**src/rtl/lattice_fitness_engine.sv**
```systemverilog
// Fitness evaluator for lattice-particle individuals: streams in energy tables,
// scores each individual site by site and tracks the population's best member.
module lattice_fitness_engine #(
    parameter int INT8_LENGTH       = 8,
    parameter int ENERGY_LENGTH     = 4,
    parameter int PARTICLE_LENGTH   = 2,
    parameter int LATTICE_LENGTH    = 11,
    parameter int INDIVIDUAL_LENGTH = PARTICLE_LENGTH * LATTICE_LENGTH,
    parameter int IND_FIT_LENGTH    = 10,
    parameter int NUM_PARTICLE_TYPE = 3,
    parameter int PERIODIC          = 0
) (
    input  logic                         clk,
    input  logic                         rst,
    input  logic                         in_valid_self,
    input  logic [ENERGY_LENGTH-1:0]     self_energy_in,
    input  logic                         in_valid_interact,
    input  logic [ENERGY_LENGTH-1:0]     interact_energy_in,
    input  logic                         in_valid_ind,
    input  logic [INDIVIDUAL_LENGTH-1:0] ind_state_in,
    input  logic [INT8_LENGTH-1:0]       ind_mut_in,
    input  logic                         ind_last_in,
    output logic                         in_ready,
    output logic                         fit_valid,
    output logic [IND_FIT_LENGTH-1:0]    fit_o,
    output logic                         fit_invalid_o,
    output logic                         best_valid,
    output logic [IND_FIT_LENGTH-1:0]    Min_fit_o,
    output logic [INDIVIDUAL_LENGTH-1:0] Best_ind_state_o,
    output logic [INT8_LENGTH-1:0]       Best_ind_mut_o
);

    localparam int N   = NUM_PARTICLE_TYPE;
    localparam int NN  = N * N;
    localparam int PL  = PARTICLE_LENGTH;
    localparam int PL1 = PL + 1;
    localparam int FW  = IND_FIT_LENGTH;
    localparam int EW  = ENERGY_LENGTH;
    localparam int SW  = (N > 1) ? $clog2(N) : 1;
    localparam int IW  = (NN > 1) ? $clog2(NN) : 1;
    localparam int KW  = (LATTICE_LENGTH > 1) ? $clog2(LATTICE_LENGTH) : 1;

    localparam logic [PL:0]   N_EXT  = PL1'(NUM_PARTICLE_TYPE);
    localparam logic [SW-1:0] S_LAST = SW'(N - 1);
    localparam logic [IW-1:0] I_LAST = IW'(NN - 1);
    localparam logic [KW-1:0] K_LAST = KW'(LATTICE_LENGTH - 1);

    localparam logic [1:0] S_IDLE = 2'd0;
    localparam logic [1:0] S_EVAL = 2'd1;
    localparam logic [1:0] S_DONE = 2'd2;
    localparam logic [1:0] S_BEST = 2'd3;

    logic [EW-1:0] self_tab  [N];
    logic [EW-1:0] inter_tab [NN];

    logic [SW-1:0] ptr_s;
    logic [IW-1:0] ptr_i;
    logic          self_loaded;
    logic          inter_loaded;

    logic [1:0]                   fsm_state;
    logic [KW-1:0]                k;
    logic [FW-1:0]                acc;
    logic                         invalid;
    logic [INDIVIDUAL_LENGTH-1:0] shift_reg;
    logic [PL-1:0]                first_code;
    logic [INDIVIDUAL_LENGTH-1:0] ind_state;
    logic [INT8_LENGTH-1:0]       ind_mut;
    logic                         ind_last;

    logic                         best_held;
    logic [FW-1:0]                best_fit;
    logic [INDIVIDUAL_LENGTH-1:0] best_state;
    logic [INT8_LENGTH-1:0]       best_mut;

    logic [PL-1:0] cur_code;
    logic [PL-1:0] nxt_code;
    logic          cur_ok;
    logic          nxt_ok;
    logic          has_bond;
    logic [SW-1:0] safe_cur;
    logic [SW-1:0] safe_nxt;
    logic [IW-1:0] inter_idx;
    logic [EW-1:0] self_e;
    logic [EW-1:0] bond_e;
    logic [EW:0]   step;
    logic [FW:0]   sum;
    logic [FW-1:0] acc_next;
    logic [FW-1:0] final_fit;
    logic          accept;

    // The flag that gates in_ready during a best_valid pulse keeps a new
    // population from starting while the previous best is being reported.
    assign in_ready = (fsm_state == S_IDLE) && self_loaded && inter_loaded && !best_valid;
    assign accept   = in_valid_ind && in_ready;

    always_ff @(posedge clk or posedge rst) begin
        if (rst) begin
            ptr_s       <= '0;
            self_loaded <= 1'b0;
        end else if (in_valid_self) begin
            if (ptr_s == '0) begin
                self_loaded <= 1'b0;
            end
            if (ptr_s == S_LAST) begin
                ptr_s       <= '0;
                self_loaded <= 1'b1;
            end else begin
                ptr_s <= ptr_s + 1'b1;
            end
        end else begin
            ptr_s <= '0;
        end
    end

    always_ff @(posedge clk or posedge rst) begin
        if (rst) begin
            ptr_i        <= '0;
            inter_loaded <= 1'b0;
        end else if (in_valid_interact) begin
            if (ptr_i == '0) begin
                inter_loaded <= 1'b0;
            end
            if (ptr_i == I_LAST) begin
                ptr_i        <= '0;
                inter_loaded <= 1'b1;
            end else begin
                ptr_i <= ptr_i + 1'b1;
            end
        end else begin
            ptr_i <= '0;
        end
    end

    // Table storage has no reset; contents are only trusted once the loaded flags are set.
    always_ff @(posedge clk) begin
        if (in_valid_self) begin
            self_tab[ptr_s] <= self_energy_in;
        end
        if (in_valid_interact) begin
            inter_tab[ptr_i] <= interact_energy_in;
        end
    end

    always_comb begin
        cur_code  = shift_reg[PL-1:0];
        nxt_code  = (k == K_LAST) ? first_code : shift_reg[2*PL-1:PL];
        has_bond  = (k != K_LAST) || (PERIODIC != 0);
        cur_ok    = ({1'b0, cur_code} < N_EXT);
        nxt_ok    = ({1'b0, nxt_code} < N_EXT);
        safe_cur  = cur_ok ? SW'(cur_code) : '0;
        safe_nxt  = nxt_ok ? SW'(nxt_code) : '0;
        inter_idx = IW'(safe_cur) * IW'(N) + IW'(safe_nxt);
        self_e    = self_tab[safe_cur];
        bond_e    = has_bond ? inter_tab[inter_idx] : '0;
        step      = {1'b0, self_e} + {1'b0, bond_e};
        sum       = {1'b0, acc} + (FW+1)'(step);
        acc_next  = sum[FW] ? '1 : sum[FW-1:0];
        final_fit = invalid ? '1 : acc;
    end

    // Outputs are registered and default to zero so they read 0 outside their pulses.
    always_ff @(posedge clk or posedge rst) begin
        if (rst) begin
            fsm_state        <= S_IDLE;
            k                <= '0;
            acc              <= '0;
            invalid          <= 1'b0;
            shift_reg        <= '0;
            first_code       <= '0;
            ind_state        <= '0;
            ind_mut          <= '0;
            ind_last         <= 1'b0;
            best_held        <= 1'b0;
            best_fit         <= '0;
            best_state       <= '0;
            best_mut         <= '0;
            fit_valid        <= 1'b0;
            fit_o            <= '0;
            fit_invalid_o    <= 1'b0;
            best_valid       <= 1'b0;
            Min_fit_o        <= '0;
            Best_ind_state_o <= '0;
            Best_ind_mut_o   <= '0;
        end else begin
            fit_valid        <= 1'b0;
            fit_o            <= '0;
            fit_invalid_o    <= 1'b0;
            best_valid       <= 1'b0;
            Min_fit_o        <= '0;
            Best_ind_state_o <= '0;
            Best_ind_mut_o   <= '0;
            case (fsm_state)
                S_IDLE: begin
                    if (accept) begin
                        ind_state  <= ind_state_in;
                        ind_mut    <= ind_mut_in;
                        ind_last   <= ind_last_in;
                        shift_reg  <= ind_state_in;
                        first_code <= ind_state_in[PL-1:0];
                        acc        <= '0;
                        invalid    <= 1'b0;
                        k          <= '0;
                        fsm_state  <= S_EVAL;
                    end
                end
                S_EVAL: begin
                    acc       <= acc_next;
                    shift_reg <= shift_reg >> PL;
                    if (!cur_ok) begin
                        invalid <= 1'b1;
                    end
                    if (k == K_LAST) begin
                        fsm_state <= S_DONE;
                    end else begin
                        k <= k + 1'b1;
                    end
                end
                S_DONE: begin
                    fit_valid     <= 1'b1;
                    fit_o         <= final_fit;
                    fit_invalid_o <= invalid;
                    // Strict compare: on a tie the earlier individual stays best.
                    if (!best_held || (final_fit < best_fit)) begin
                        best_held  <= 1'b1;
                        best_fit   <= final_fit;
                        best_state <= ind_state;
                        best_mut   <= ind_mut;
                    end
                    fsm_state <= ind_last ? S_BEST : S_IDLE;
                end
                S_BEST: begin
                    best_valid       <= 1'b1;
                    Min_fit_o        <= best_fit;
                    Best_ind_state_o <= best_state;
                    Best_ind_mut_o   <= best_mut;
                    best_held        <= 1'b0;
                    best_fit         <= '0;
                    best_state       <= '0;
                    best_mut         <= '0;
                    fsm_state        <= S_IDLE;
                end
                default: fsm_state <= S_IDLE;
            endcase
        end
    end

endmodule

```
**config.mk**
```make
export PLATFORM = sky130hd
export DESIGN_NAME = lattice_fitness_engine
export DESIGN_NICKNAME = d
export VERILOG_FILES = /design/src/rtl/lattice_fitness_engine.sv
export SDC_FILE = /design/constraint.sdc
export NUM_CORES = 1
export LEC_CHECK = 0
export CAP_MARGIN = 20
export CORE_UTILIZATION = 41
export DETAILED_ROUTE_END_ITERATION = 6
export PLACE_DENSITY_LB_ADDON = 0.3
export SYNTH_ARGS = -nofsm -noshare
export SYNTH_HDL_FRONTEND = slang
export SYNTH_SLANG_ARGS = --single-unit
```
**constraint.sdc**
```tcl
create_clock -name clk -period 10.3 [get_ports clk]
set_input_delay 1.03 -clock clk [delete_from_list [all_inputs] [get_ports clk]]
set_output_delay 1.03 -clock clk [all_outputs]
set_load 0.02 [all_outputs]
```
==> flow_summary.json, run 1 <==
{
  "run_status": "complete, no violations",
  "min_to": "ptr_s[0]$_DFF_PP0_",
  "path_cells": "inv_1, ha_1, nand2_1, or2_2, o31ai_1, ha_1, ha_1, fa_1, mux2i_1, nor2_1, a21oi_1, nor2_1, fa_1, ha_1, fa_1, a21o_1, a21oi_1, nor2_1, o21ai_0, a31oi_1",
  "path_clk_slew_ns": 0.06,
  "period_needed_ns": 4.819,
  "cts_buffers": 25,
  "antenna_found_initial": 0,
  "drtIter0Drc": 396,
  "synthFlopType": "dfrtp_1",
  "dp_hpwl_mm": 12.27,
  "synth_top_family_by_area": "simple AND/OR/NAND/NOR gates",
  "ys_ff_latch": 220,
  "cts_buffer_depth": 3,
  "crit_type": "reg -> reg",
  "final_cell_mix": "dfrtp_1 (172), nand2_1 (97), clkdlybuf4s50_1 (97)",
  "cts_resized": 0,
  "async_reset_ff_frac": 0.7818,
  "fin_worst_skew_ns": 0.01775,
  "ys_types": 45,
  "cpMostUsedCell": "ha_1",
  "grt_pass1_vias": 5902,
  "place_congestion": 0.8182,
  "cap_violations": 0,
  "die_h_um": 150.1,
  "finalSetupViolations": 0,
  "synth-xor-area-share": 0.002922,
  "hold_class": "reg -> reg",
  "hold_depth": 1,
  "die_width_um": 150.1,
  "regToRegSetupSlack_ns": 5.48,
  "powerDensity_mw_per_mm2": 188.5,
  "regMostFlops": "inter_tab",
  "core_area_mm2": 0.02129,
  "syn2layout_area_growth_pct": 23.01,
  "switchingPower_uw": 493.5,
  "cpMaxStageDelayCell": "fa_1",
  "critPathArrivalTime_ns": 5.20,
  "via_per_inst": 5.079,
  "p_sw_frac": 0.2366,
  "rsz0062_at_grt": "no",
  "cts_htree_levels": 1,
  "grt_usage": 0.1756,
  "crit_required_ns": 10.69,
  "worstPathMaxFanout": 8,
  "fin_tns_setup_ns": 0,
  "drtPass1Iterations": 4,
  "min_from": "ptr_s[1]$_DFF_PP0_",
  "p_int_mw": 1.592,
  "cts_hold_buffers": 0,
  "netlist_instances": 793,
  "crit_family": "adder cells",
  "wl_mm": 18.96,
  "peakVddDrop_mv": 0.1271,
  "critPathBufInv": 1,
  "synth_nets": 868,
  "crit_path_start_kind": "flip-flop",
  "synth_compound_area_frac": 0.1035,
  "cts_tree": "built",
  "start_util": 0.4224,
  "rr_startpoint": "k[0]$_DFFE_PP0P_",
  "num_vias": 5943,
  "p_clk_frac": 0.447,
  "maxSlewViolCount": 0,
  "rows": 53,
  "synth_edf_count": 48,
  "grt_max_degree": 105,
  "avgSynthCellArea_um2": 11.34,
  "cp-end-kind": "flip-flop",
  "grt_pass1_wl_mm": 31.04,
  "relSlewSlack": 0.3266,
  "synth_adder_area_share": 0.04814,
  "wire_per_inst_um": 16.20,
  "mappedNetlistArea_mm2": 0.008992,
  "reg2reg_depth": 20,
  "ant_nets": 0,
  "clk_latency_ns": 0.53,
  "r2r_end": "acc[7]$_DFFE_PP0P_",
  "cts_setup_buffers": 0,
  "layout_commonest_cell": "dfrtp_1",
  "synth_mux_area_frac": 0.02894,
  "layout-drive-gt1-share": 0.07271,
  "power.leakage_nw": 4.926,
  "root_buffer": "clkbuf_16",
  "cts_sinks": 220,
  "tightestPinTransition_ns": 1.009,
  "io_pins": 98,
  "dieArea_mm2": 0.02253,
  "yosys.area_share.simple": 0.1266,
  "fmax_mhz": 207.5,
  "grt_overflow": 0,
  "pwr-share-seq": 0.462,
  "drc": 0,
  "post-route-period-util": 0.4678,
  "synth_seq_area_share": 0.6389,
  "layout.nets": 951,
  "power_mw": 2.086,
  "ys_warn_count": 0,
  "pwr-share-comb": 0.091,
  "final-hold-violation-count": 0,
  "largest_reg_flops": 36,
  "port_buffers": 97,
  "worst_path_largest_cell_delay_ns": 0.63
}
==> how the worst max path moves through the flow <==
| stage | startpoint | end | slack [ns] | depth (start not counted) |
|---|---|---|---|---|
| after global routing | k[0]$_DFFE_PP0P_ | acc[5]$_DFFE_PP0P_ | 5.10 | 20 |
| after detailed placement | k[0]$_DFFE_PP0P_ | acc[7]$_DFFE_PP0P_ | 5.52 | 20 |
| after CTS | k[0]$_DFFE_PP0P_ | acc[7]$_DFFE_PP0P_ | 5.50 | 20 |
| after global placement | k[0]$_DFFE_PP0P_ | acc[9]$_DFFE_PP0P_ | 5.62 | 20 |
| final | k[0]$_DFFE_PP0P_ | acc[7]$_DFFE_PP0P_ | 5.48 | 20 |
| after floorplan | rst | Best_ind_mut_o[0]$_DFF_PP0_ | 4.61 | 1 |
==> cell type report <==
type,count,area [um2]
timing repair buffer,105,1031
sequential,220,5746
multi-input combinational,460,2809
fill,1850,10220
inverter,64,245.2
clock buffer,33,705.7
clock inverter,12,178.9
antenna,1,2.502
tap,275,344.1
==> layer usage <==
layer	up-vias	routed length (um)	part of all wire	track usage
li1	2870	-	-	-
met1	2927	8814	0.46	0.2460
met2	126	9112	0.48	0.2875
met3	20	745	0.039	0.02455
met4	0	286	0.015	0.04596
met5	-	0	0	0
==> synthesized netlist by cell type (all sizes together) (3+ instances only) <==
cell type,number,share of area
a211oi,5,0.0042
a21o,4,0.0033
a21oi,10,0.0056
a22o,3,0.0029
a2bb2oi,3,0.0029
a31oi,5,0.0035
and2,4,0.0028
and3,43,0.030
buf,8,0.0071
clkbuf,41,0.017
dfrtp,172,0.48
edfxtp,48,0.16
fa,6,0.013
ha,25,0.035
inv,64,0.027
mux2i,8,0.0089
mux4,8,0.020
nand2,97,0.040
nand2b,4,0.0028
nand3,26,0.014
nand4,3,0.0021
nor2,45,0.019
nor2b,3,0.0021
nor3,7,0.0039
o21ai,126,0.070
==> power by group through the flow <==
stage	sequential (mW)	combinational, mW	clock [mW]
after global routing	0.969	0.218	0.990
after detailed placement	0.979	0.190	0
after floorplan	0.963	0.139	0
after global placement	0.978	0.184	0
final	0.964	0.190	0.932
after CTS	0.963	0.193	0.950
==> through the flow <==
stage / cell area, um2 / setup slack (ns) / std cells / hold slack (ns) / util
after detailed placement: 10170 / 5.519 / 1124 / 0.4397 / 0.4780
after floorplan: 8992 / 4.610 / 793 / 0.4263 / -
final: 11060 / 5.481 / 1170 / 0.4446 / 0.5197
after CTS: 11060 / 5.499 / 1169 / 0.4486 / 0.5195
after global routing: 11060 / 5.097 / 1169 / 0.4679 / 0.5195
after global placement: 10170 / 5.622 / 1124 / 0.4420 / 0.4780
==> cells by family after synthesis <==
logic type,Yosys count
flip-flops,220
multiplexers,16
XOR/XNOR,3
AO/OA/AOI/OAI,168
buffers and inverters,113
adder cells (fa/ha/maj),31
AND/OR/NAND/NOR,242
No activity file was read; power rests on OpenSTA's default activity.
==> inputs of run 2 (changes only) <==
clock period = 4.4 ns   (was 10.3 ns; I/O delays follow)
==> flow_summary.json, run 2 (synthesis results as in run 1) <==
{
  "path_clk_slew_ns": 0.06,
  "drtIter0Drc": 416,
  "cap_violations": 0,
  "post-route-util": 0.5251,
  "num_vias": 5996,
  "design_area_mm2": 0.01118,
  "fin_tns_setup_ns": 0,
  "fillers": 1836,
  "dp_hpwl_mm": 12.30,
  "grt_pass1_vias": 5983,
  "wl_mm": 18.79,
  "maxSlewViolCount": 0,
  "post-route-period-util": 0.9990,
  "cts_sinks": 220,
  "grt_max_degree": 173,
  "place_area_mm2": 0.01026,
  "fin_worst_skew_ns": 0.02068,
  "tightestPinTransition_ns": 0.9814,
  "syn2layout_area_growth_pct": 24.29,
  "die_h_um": 150.1,
  "layout_commonest_cell": "dfrtp_1",
  "dieArea_mm2": 0.02253,
  "rsz0062_at_grt": "yes",
  "layout.nets": 962,
  "regToRegSetupSlack_ns": 0.004,
  "rows": 53,
  "finalSetupViolations": 0,
  "worstPathMaxFanout": 5,
  "root_buffer": "clkbuf_16",
  "multi_input_area_mm2": 0.002888,
  "final-hold-violation-count": 0,
  "crit_required_ns": 4.78,
  "rr_startpoint": "k[0]$_DFFE_PP0P_",
  "io_pins": 98,
  "wire_per_inst_um": 15.94,
  "fmax_mhz": 227.5,
  "layout-drive-gt1-share": 0.1040,
  "via_per_inst": 5.086,
  "hold_class": "reg -> reg",
  "cp-end-kind": "flip-flop",
  "cts_tree": "built",
  "regMostFlops": "inter_tab",
  "crit_type": "reg -> reg",
  "ant_nets": 0,
  "antenna_found_initial": 0,
  "cts_htree_levels": 1,
  "port_buffers": 97,
  "peakVddDrop_mv": 0.2392,
  "die_width_um": 150.1,
  "cts_buffers": 23,
  "critPathArrivalTime_ns": 4.77,
  "final_cell_mix": "dfrtp_1 (172), clkdlybuf4s50_1 (97), nand2_1 (96)",
  "min_from": "ptr_s[1]$_DFF_PP0_",
  "core_area_mm2": 0.02129,
  "relSlewSlack": 0.3450,
  "drc": 0,
  "critPathLaunch": "k[0]$_DFFE_PP0P_",
  "largest_reg_flops": 36,
  "grt_pass1_wl_mm": 30.90,
  "powerDensity_mw_per_mm2": 432.9,
  "crit_path_start_kind": "flip-flop",
  "seqCellArea_mm2": 0.005746,
  "power.leakage_nw": 4.950,
  "grt_overflow": 0,
  "period_needed_ns": 4.396,
  "clk_latency_ns": 0.51,
  "grt_usage": 0.1738,
  "place_congestion": 0.8249,
  "start_util": 0.4224,
  "drtPass1Iterations": 5,
  "run_status": "complete, no violations",
  "cts_buffer_depth": 3,
  "diodes": 0
}
run 2: cell types whose count changed in the layout (fill, tap and decap cells not counted), moves of 2 or more:
cell | before | now
fa_2 | 0 | 4
o21ai_1 | 40 | 44
clkinvlp_4 | 0 | 2
buf_4 | 8 | 19
clkinv_2 | 6 | 2
bufinv_16 | 4 | 2
o21ai_0 | 86 | 82
clkbuf_8 | 5 | 7
inv_4 | 0 | 2
ha_2 | 0 | 4
o31ai_1 | 2 | 0
fa_1 | 6 | 2
ha_1 | 25 | 20
o31ai_2 | 0 | 2
run 2: what timing repair did:
action / 4_1_cts / 5_1_grt
setup buffers: 0 / 4
hold buffers: 0 / 0
gates resized for setup: 9 / 13
endpoints found under the setup margin: 9 / 10
pin swaps: 4 / 12
run 2: final timing paths:
kind	cells past startpoint	end
min in group asynchronous	3	best_mut[1]$_DFFE_PP0P_
worst max register to register	21	acc[5]$_DFFE_PP0P_
max in group asynchronous	3	ptr_i[3]$_DFF_PP0_
worst min-delay path	1	ptr_s[0]$_DFF_PP0_
worst max-delay path	21	acc[5]$_DFFE_PP0P_
worst min register to register	1	ptr_s[0]$_DFF_PP0_
run 2: worst max-delay path: stages, from the launching register on:
cell	delay, ns
dfrtp_1	0.38
inv_1	0.06
ha_1	0.14
nand2_1	0.06
or2_4	0.26
nand3b_1	0.11
o31ai_2	0.08
ha_1	0.29
ha_2	0.19
fa_2	0.59
mux2i_1	0.20
nor2_1	0.05
a21oi_1	0.11
nor2_1	0.07
fa_1	0.45
ha_2	0.20
fa_2	0.34
a21o_1	0.20
a21oi_4	0.20
nor2_2	0.06
o21ai_1	0.16
a31oi_1	0.06
run 2: area by class of cell:
| cell class | count | area share |
|---|---|---|
| Clock buffer | 34 | 0.06370 |
| Sequential cell | 220 | 0.5140 |
| Tap cell | 275 | 0.03078 |
| Clock inverter | 8 | 0.008844 |
| Multi-Input combinational cell | 460 | 0.2584 |
| Timing Repair Buffer | 118 | 0.1024 |
| Inverter | 64 | 0.02183 |
run 2: stage by stage:
stage	cells	worst slack, ns	hold slack (ns)	power [mW]
after global routing	1179	-0.2676	0.4815	5.034
final	1179	0.004186	0.4653	4.838
after detailed placement	1133	-0.2382	0.4517	2.782
after global placement	1133	-0.08797	0.4422	2.762
after floorplan	793	-0.04448	0.4263	2.589
after CTS	1175	-0.01245	0.4686	4.824
run 2: power breakdown:
group / switching (mW) / internal [mW] / leakage, nW
logic: 0.286 / 0.260 / 2.12
registers: 0.0954 / 2.17 / 2.43
clock network: 0.788 / 1.24 / 0.403
run 2: per-layer routing:
metal  track usage  vias up  part of all wire  routed length [um]
li1              -     2892                 -                   -
met4       0.05455        0             0.026                 489
met3       0.02848       38             0.043                 803
met1        0.2441     2929              0.46                8600
met5             0        -                 0                   0
met2        0.2766      137              0.47                8899
==> inputs of run 3 (changes only) <==
CAP_MARGIN = 10   (was 20)
==> results of run 3 <==
No change in the layout: final DEF, timing and power equal those of run 2.
==> variant 1: new RTL, flow settings as in run 2 <==
Set the parameter `IND_FIT_LENGTH` to 5 (it was 10).
--- a/src/rtl/lattice_fitness_engine.sv
+++ b/src/rtl/lattice_fitness_engine.sv
@@ -6,7 +6,7 @@
     parameter int PARTICLE_LENGTH   = 2,
     parameter int LATTICE_LENGTH    = 11,
     parameter int INDIVIDUAL_LENGTH = PARTICLE_LENGTH * LATTICE_LENGTH,
-    parameter int IND_FIT_LENGTH    = 10,
+    parameter int IND_FIT_LENGTH    = 5,
     parameter int NUM_PARTICLE_TYPE = 3,
     parameter int PERIODIC          = 0
 ) (
Ports: changed (resized Min_fit_o and fit_o); port bits go from 98 to 88. The function was not compared with the original's and may differ.
==> variant 1 against run 2 <==
Power decreased by 19%. Setup slack improved by 190 ps. First-iteration DRC count is 26% lower. Synthesized cell count shrank 23%. Wire length down 7.0%. Area after synthesis fell by 11%. Final area fell by 11%. Sequential cell count down 20. Largest cell class unchanged. Critical endpoint is now acc[1].
==> variant 1: results (changes against run 2) <==
Synth
  • Mapped Cells: 611 (was 793)
  • Top cells by area, synth: dfrtp_1 (48%), edfxtp_1 (18%), nand2_1 (3.8%), a22o_1 (3.5%), ha_1 (3.1%) (was dfrtp_1 (48%), edfxtp_1 (16%), o21ai_0 (4.8%), nand2_1 (4.0%), ha_1 (3.5%))
  • Post-synthesis adder-cell area fraction: 4.627% (was 4.814%)
  • Post-synthesis xor/xnor area fraction: 0.4377% (was 0.2922%)
  • Top cells by instance count after synthesis: dfrtp_1 (152), nand2_1 (82), edfxtp_1 (48) (was dfrtp_1 (172), nand2_1 (97), o21ai_0 (86))
  • Fraction of the mapped netlist area in compound gates: 10.58% (was 10.35%)

Drt
  • Routed wire length: 17470 microns (was 18790 microns)
  • Vias/cell: 5.183 (was 5.086)
  • Detailed-route via count: 5147 (was 5996)
  • DR pass1 iterations: 4 (was 5)

Pwr
  • Peak VDD IR: 0.2835 mV (was 0.2392 mV)
  • P_int: 2.962 mW (was 3.668 mW)
  • Sequential cell power: 1.99 mW (was 2.26 mW)
  • Leak Pwr: 4.761 nW (was 4.950 nW)
  • PwrDens: 393.4 mW/mm^2 (was 432.9 mW/mm^2)
  • Clk power: 1.59 mW (was 2.03 mW)

Setup path
  • CP max-delay cell: fa_1 (was fa_2)
  • FF-to-FF End: acc[1] (was acc[5])
  • CP max stage delay: 560 ps (was 590 ps)
  • Arr. time, crit path: 4490 ps (was 4770 ps)
  • FF-to-FF path depth: 19 (was 21)

Finish
  • Nets: 790 (was 962)
  • Multi-input gate area: 0.002505 sq mm (was 0.002888 sq mm)
  • Share of cells above drive strength 1: 13.64% (was 10.40%)

Place
  • Placement Cell Area: 0.009123 sq mm (was 0.01026 sq mm)
  • DP Cell Count: 931 (was 1133)
  • I/O Buffers: 87 (was 97)
  • Hpwl dp: 11310 microns (was 12300 microns)
  • Setup WS pre-CTS: -48.74 ps (was -238.2 ps)

Worst hold path
  • Hold Crit Class: input pin to asynchronous set/reset pin (was flip-flop to flip-flop)

STA
  • Hold slack: 408.4 ps (was 465.3 ps)
  • Skew final: 12.31 ps (was 20.68 ps)
  • Slew @ Worst Pin: 975.1 ps (was 981.4 ps)

Clock network
  • Max clock buf depth: 2 (was 3)
  • Worst-skew pair later-pin latency: 440 ps (was 510 ps)
  • # resized after CTS: 0 (was 9)
  • TritonCTS Buffers: 17 (was 23)
  • Post-CTS setup buffers: 27 (was 0)
  • CTS H-tree depth: 4 (was 1)

Global route
  • Largest net degree at the start of global routing: 130 (was 173)
  • Number of global-route vias before repair: 5339 (was 5983)
  • Overall global routing resource usage: 18.63% (was 17.38%)
  • First-pass GRT wire length: 28550 microns (was 30900 microns)

Outcome
  • Status: finished clean (unchanged)
## variant 1: changes by cell type after synthesis, moves of 15 or more
cell	change
a21o_1	+15
dfrtp_1	-20
nand3_1	-17
clkbuf_1	-23
inv_1	-38
nand2_1	-15
o21ai_0	-67
o21ai_1	-40
a22o_1	+29
nor2_1	-23
## variant 1: per-layer routing
layer  GRT usage [%]  up-vias  wire length (microns)
li1                -     2379                      -
met1           24.35     2570                   7770
met2           30.13      165                   8410
met3           4.320       33                    876
met4           7.414        0                    413
met5               0        -                      0
## variant 1: layout make-up
cell class                 instances  share of cell area, %
clock inverter                    14                  1.740
sequential                       200                  52.47
tap                              260                  3.254
timing repair buffer             127                  12.08
inverter                          26                  1.014
multi-input combinational        348                  25.06
clock buffer                      18                  4.393
## variant 1: worst max-delay path: cells and delay by family, from the launching register on
family,cells,cell delay [ps]
and+or+nand+nor,3,390
muxes,1,90
adders and majority gates,7,2270
AOI/OAI and AO/OA,6,810
buffers and inverters,2,110
DFF,1,380
==> variant 2: new RTL, flow settings as in run 2 <==
Without the edit above. Reset style: synchronous (`rst`), changed in 3 clocked blocks.
--- a/src/rtl/lattice_fitness_engine.sv
+++ b/src/rtl/lattice_fitness_engine.sv
@@ -94,7 +94,7 @@
     assign in_ready = (fsm_state == S_IDLE) && self_loaded && inter_loaded && !best_valid;
     assign accept   = in_valid_ind && in_ready;
 
-    always_ff @(posedge clk or posedge rst) begin
+    always_ff @(posedge clk) begin
         if (rst) begin
             ptr_s       <= '0;
             self_loaded <= 1'b0;
@@ -113,7 +113,7 @@
         end
     end
 
-    always_ff @(posedge clk or posedge rst) begin
+    always_ff @(posedge clk) begin
         if (rst) begin
             ptr_i        <= '0;
             inter_loaded <= 1'b0;
@@ -160,7 +160,7 @@
     end
 
     // Outputs are registered and default to zero so they read 0 outside their pulses.
-    always_ff @(posedge clk or posedge rst) begin
+    always_ff @(posedge clk) begin
         if (rst) begin
             fsm_state        <= S_IDLE;
             k                <= '0;
Check against the original RTL: differs if rst is asserted again (counterexample within 10 cycles, from zero or initial values and one cycle with rst high); with rst held inactive, the same outputs for 10 cycles.
==> variant 2 against run 2 <==
The run now ends with negative setup slack left. Final area down 7.4%. Setup slack worse by 17 ps. Area after synthesis down 9.0%. Sequential cell count unchanged. Wire length down 11%.
Power is not compared: it rests on default switching activity, and its combinational part moved more than twofold at a synthesized area within 25%.
==> variant 2: results (changes against run 2) <==
Setup path
  • Worst-path fanout max: 4 (was 5)
  • CP max stage delay: 560 ps (was 590 ps)
  • FF-to-FF End: acc[9] (was acc[5])
  • FF-to-FF path depth: 19 (was 21)
  • Arr. time, crit path: 4780 ps (was 4770 ps)

Finish
  • Multi-input gate area: 0.003069 sq mm (was 0.002888 sq mm)
  • Sequential share of cell area: 47.24% (was 51.40%)
  • Clock network area share: 7.245% (was 7.254%)
  • Clock buffers: 31 (was 34)
  • Non-clock buffers, area share: 11.26% (was 10.24%)
  • Inverters: 38 (was 64)

Drt
  • Met1 WL: 7833 microns (was 8600 microns)
  • Initial DRC Count: 289 (was 416)
  • Routed len/inst: 14.59 microns (was 15.94 microns)

Synth
  • Post-synthesis adder-cell area fraction: 5.750% (was 4.814%)
  • Synth unique cells: 49 (was 45)
  • Mapped Nets: 846 (was 868)
  • Top cells by instance count after synthesis: dfxtp_1 (172), nand2_1 (128), a21oi_1 (54) (was dfrtp_1 (172), nand2_1 (97), o21ai_0 (86))
  • Fraction of the mapped netlist area in compound gates: 11.94% (was 10.35%)
  • Mapped cell area: 0.008182 sq mm (was 0.008992 sq mm)
  • Post-synthesis xor/xnor area fraction: 0.6423% (was 0.2922%)

Clock network
  • Post-CTS setup buffers: 1 (was 0)

Global route
  • Largest net degree at the start of global routing: 76 (was 173)
  • Met2 Use GR: 27.52% (was 27.66%)
  • Number of global-route vias before repair: 5405 (was 5983)

Place
  • Final GP Congestion: 0.7683 (was 0.8249)

STA
  • Final setup viols: 1 (was 0)
  • Skew final: 7.888 ps (was 20.68 ps)
  • Worst setup margin: -12.40 ps (was 4.186 ps)

Outcome
  • Failing checks: negative setup slack
  • Status: finished, violations left (was finished clean)

Worst hold path
  • Hold path endpoint: Min_fit_o[3] (was ptr_s[0])
  • Hold path startpoint: rst (was ptr_s[1])
==> variant 2: changes by cell type after synthesis, moves of 11 or more <==
cell	run 2	this run
dfrtp_1	172	0
and3_1	43	6
inv_1	64	38
nand2_1	97	128
dfxtp_1	0	172
o21ai_1	40	0
o21ai_0	86	11
a22o_1	3	39
a31oi_1	5	25
a21oi_1	10	54
nand3_1	26	10
clkbuf_1	41	30
and2_1	4	35
==> variant 2: per-stage QoR <==
| step | instances | setup TNS, ps | util [%] | setup slack [ps] |
|---|---|---|---|---|
| 2_1_floorplan | 768 | 0 | - | 26.90 |
| 3_3_place_gp | 1103 | 0 | 48.36 | 30.81 |
| 3_5_place_dp | 1103 | -192.1 | 48.36 | -137.8 |
| 4_1_cts | 1144 | 0 | 52.37 | 8.842 |
| 5_1_grt | 1151 | -724.4 | 52.98 | -181.7 |
| 6_report | 1151 | -12.40 | 52.98 | -12.40 |
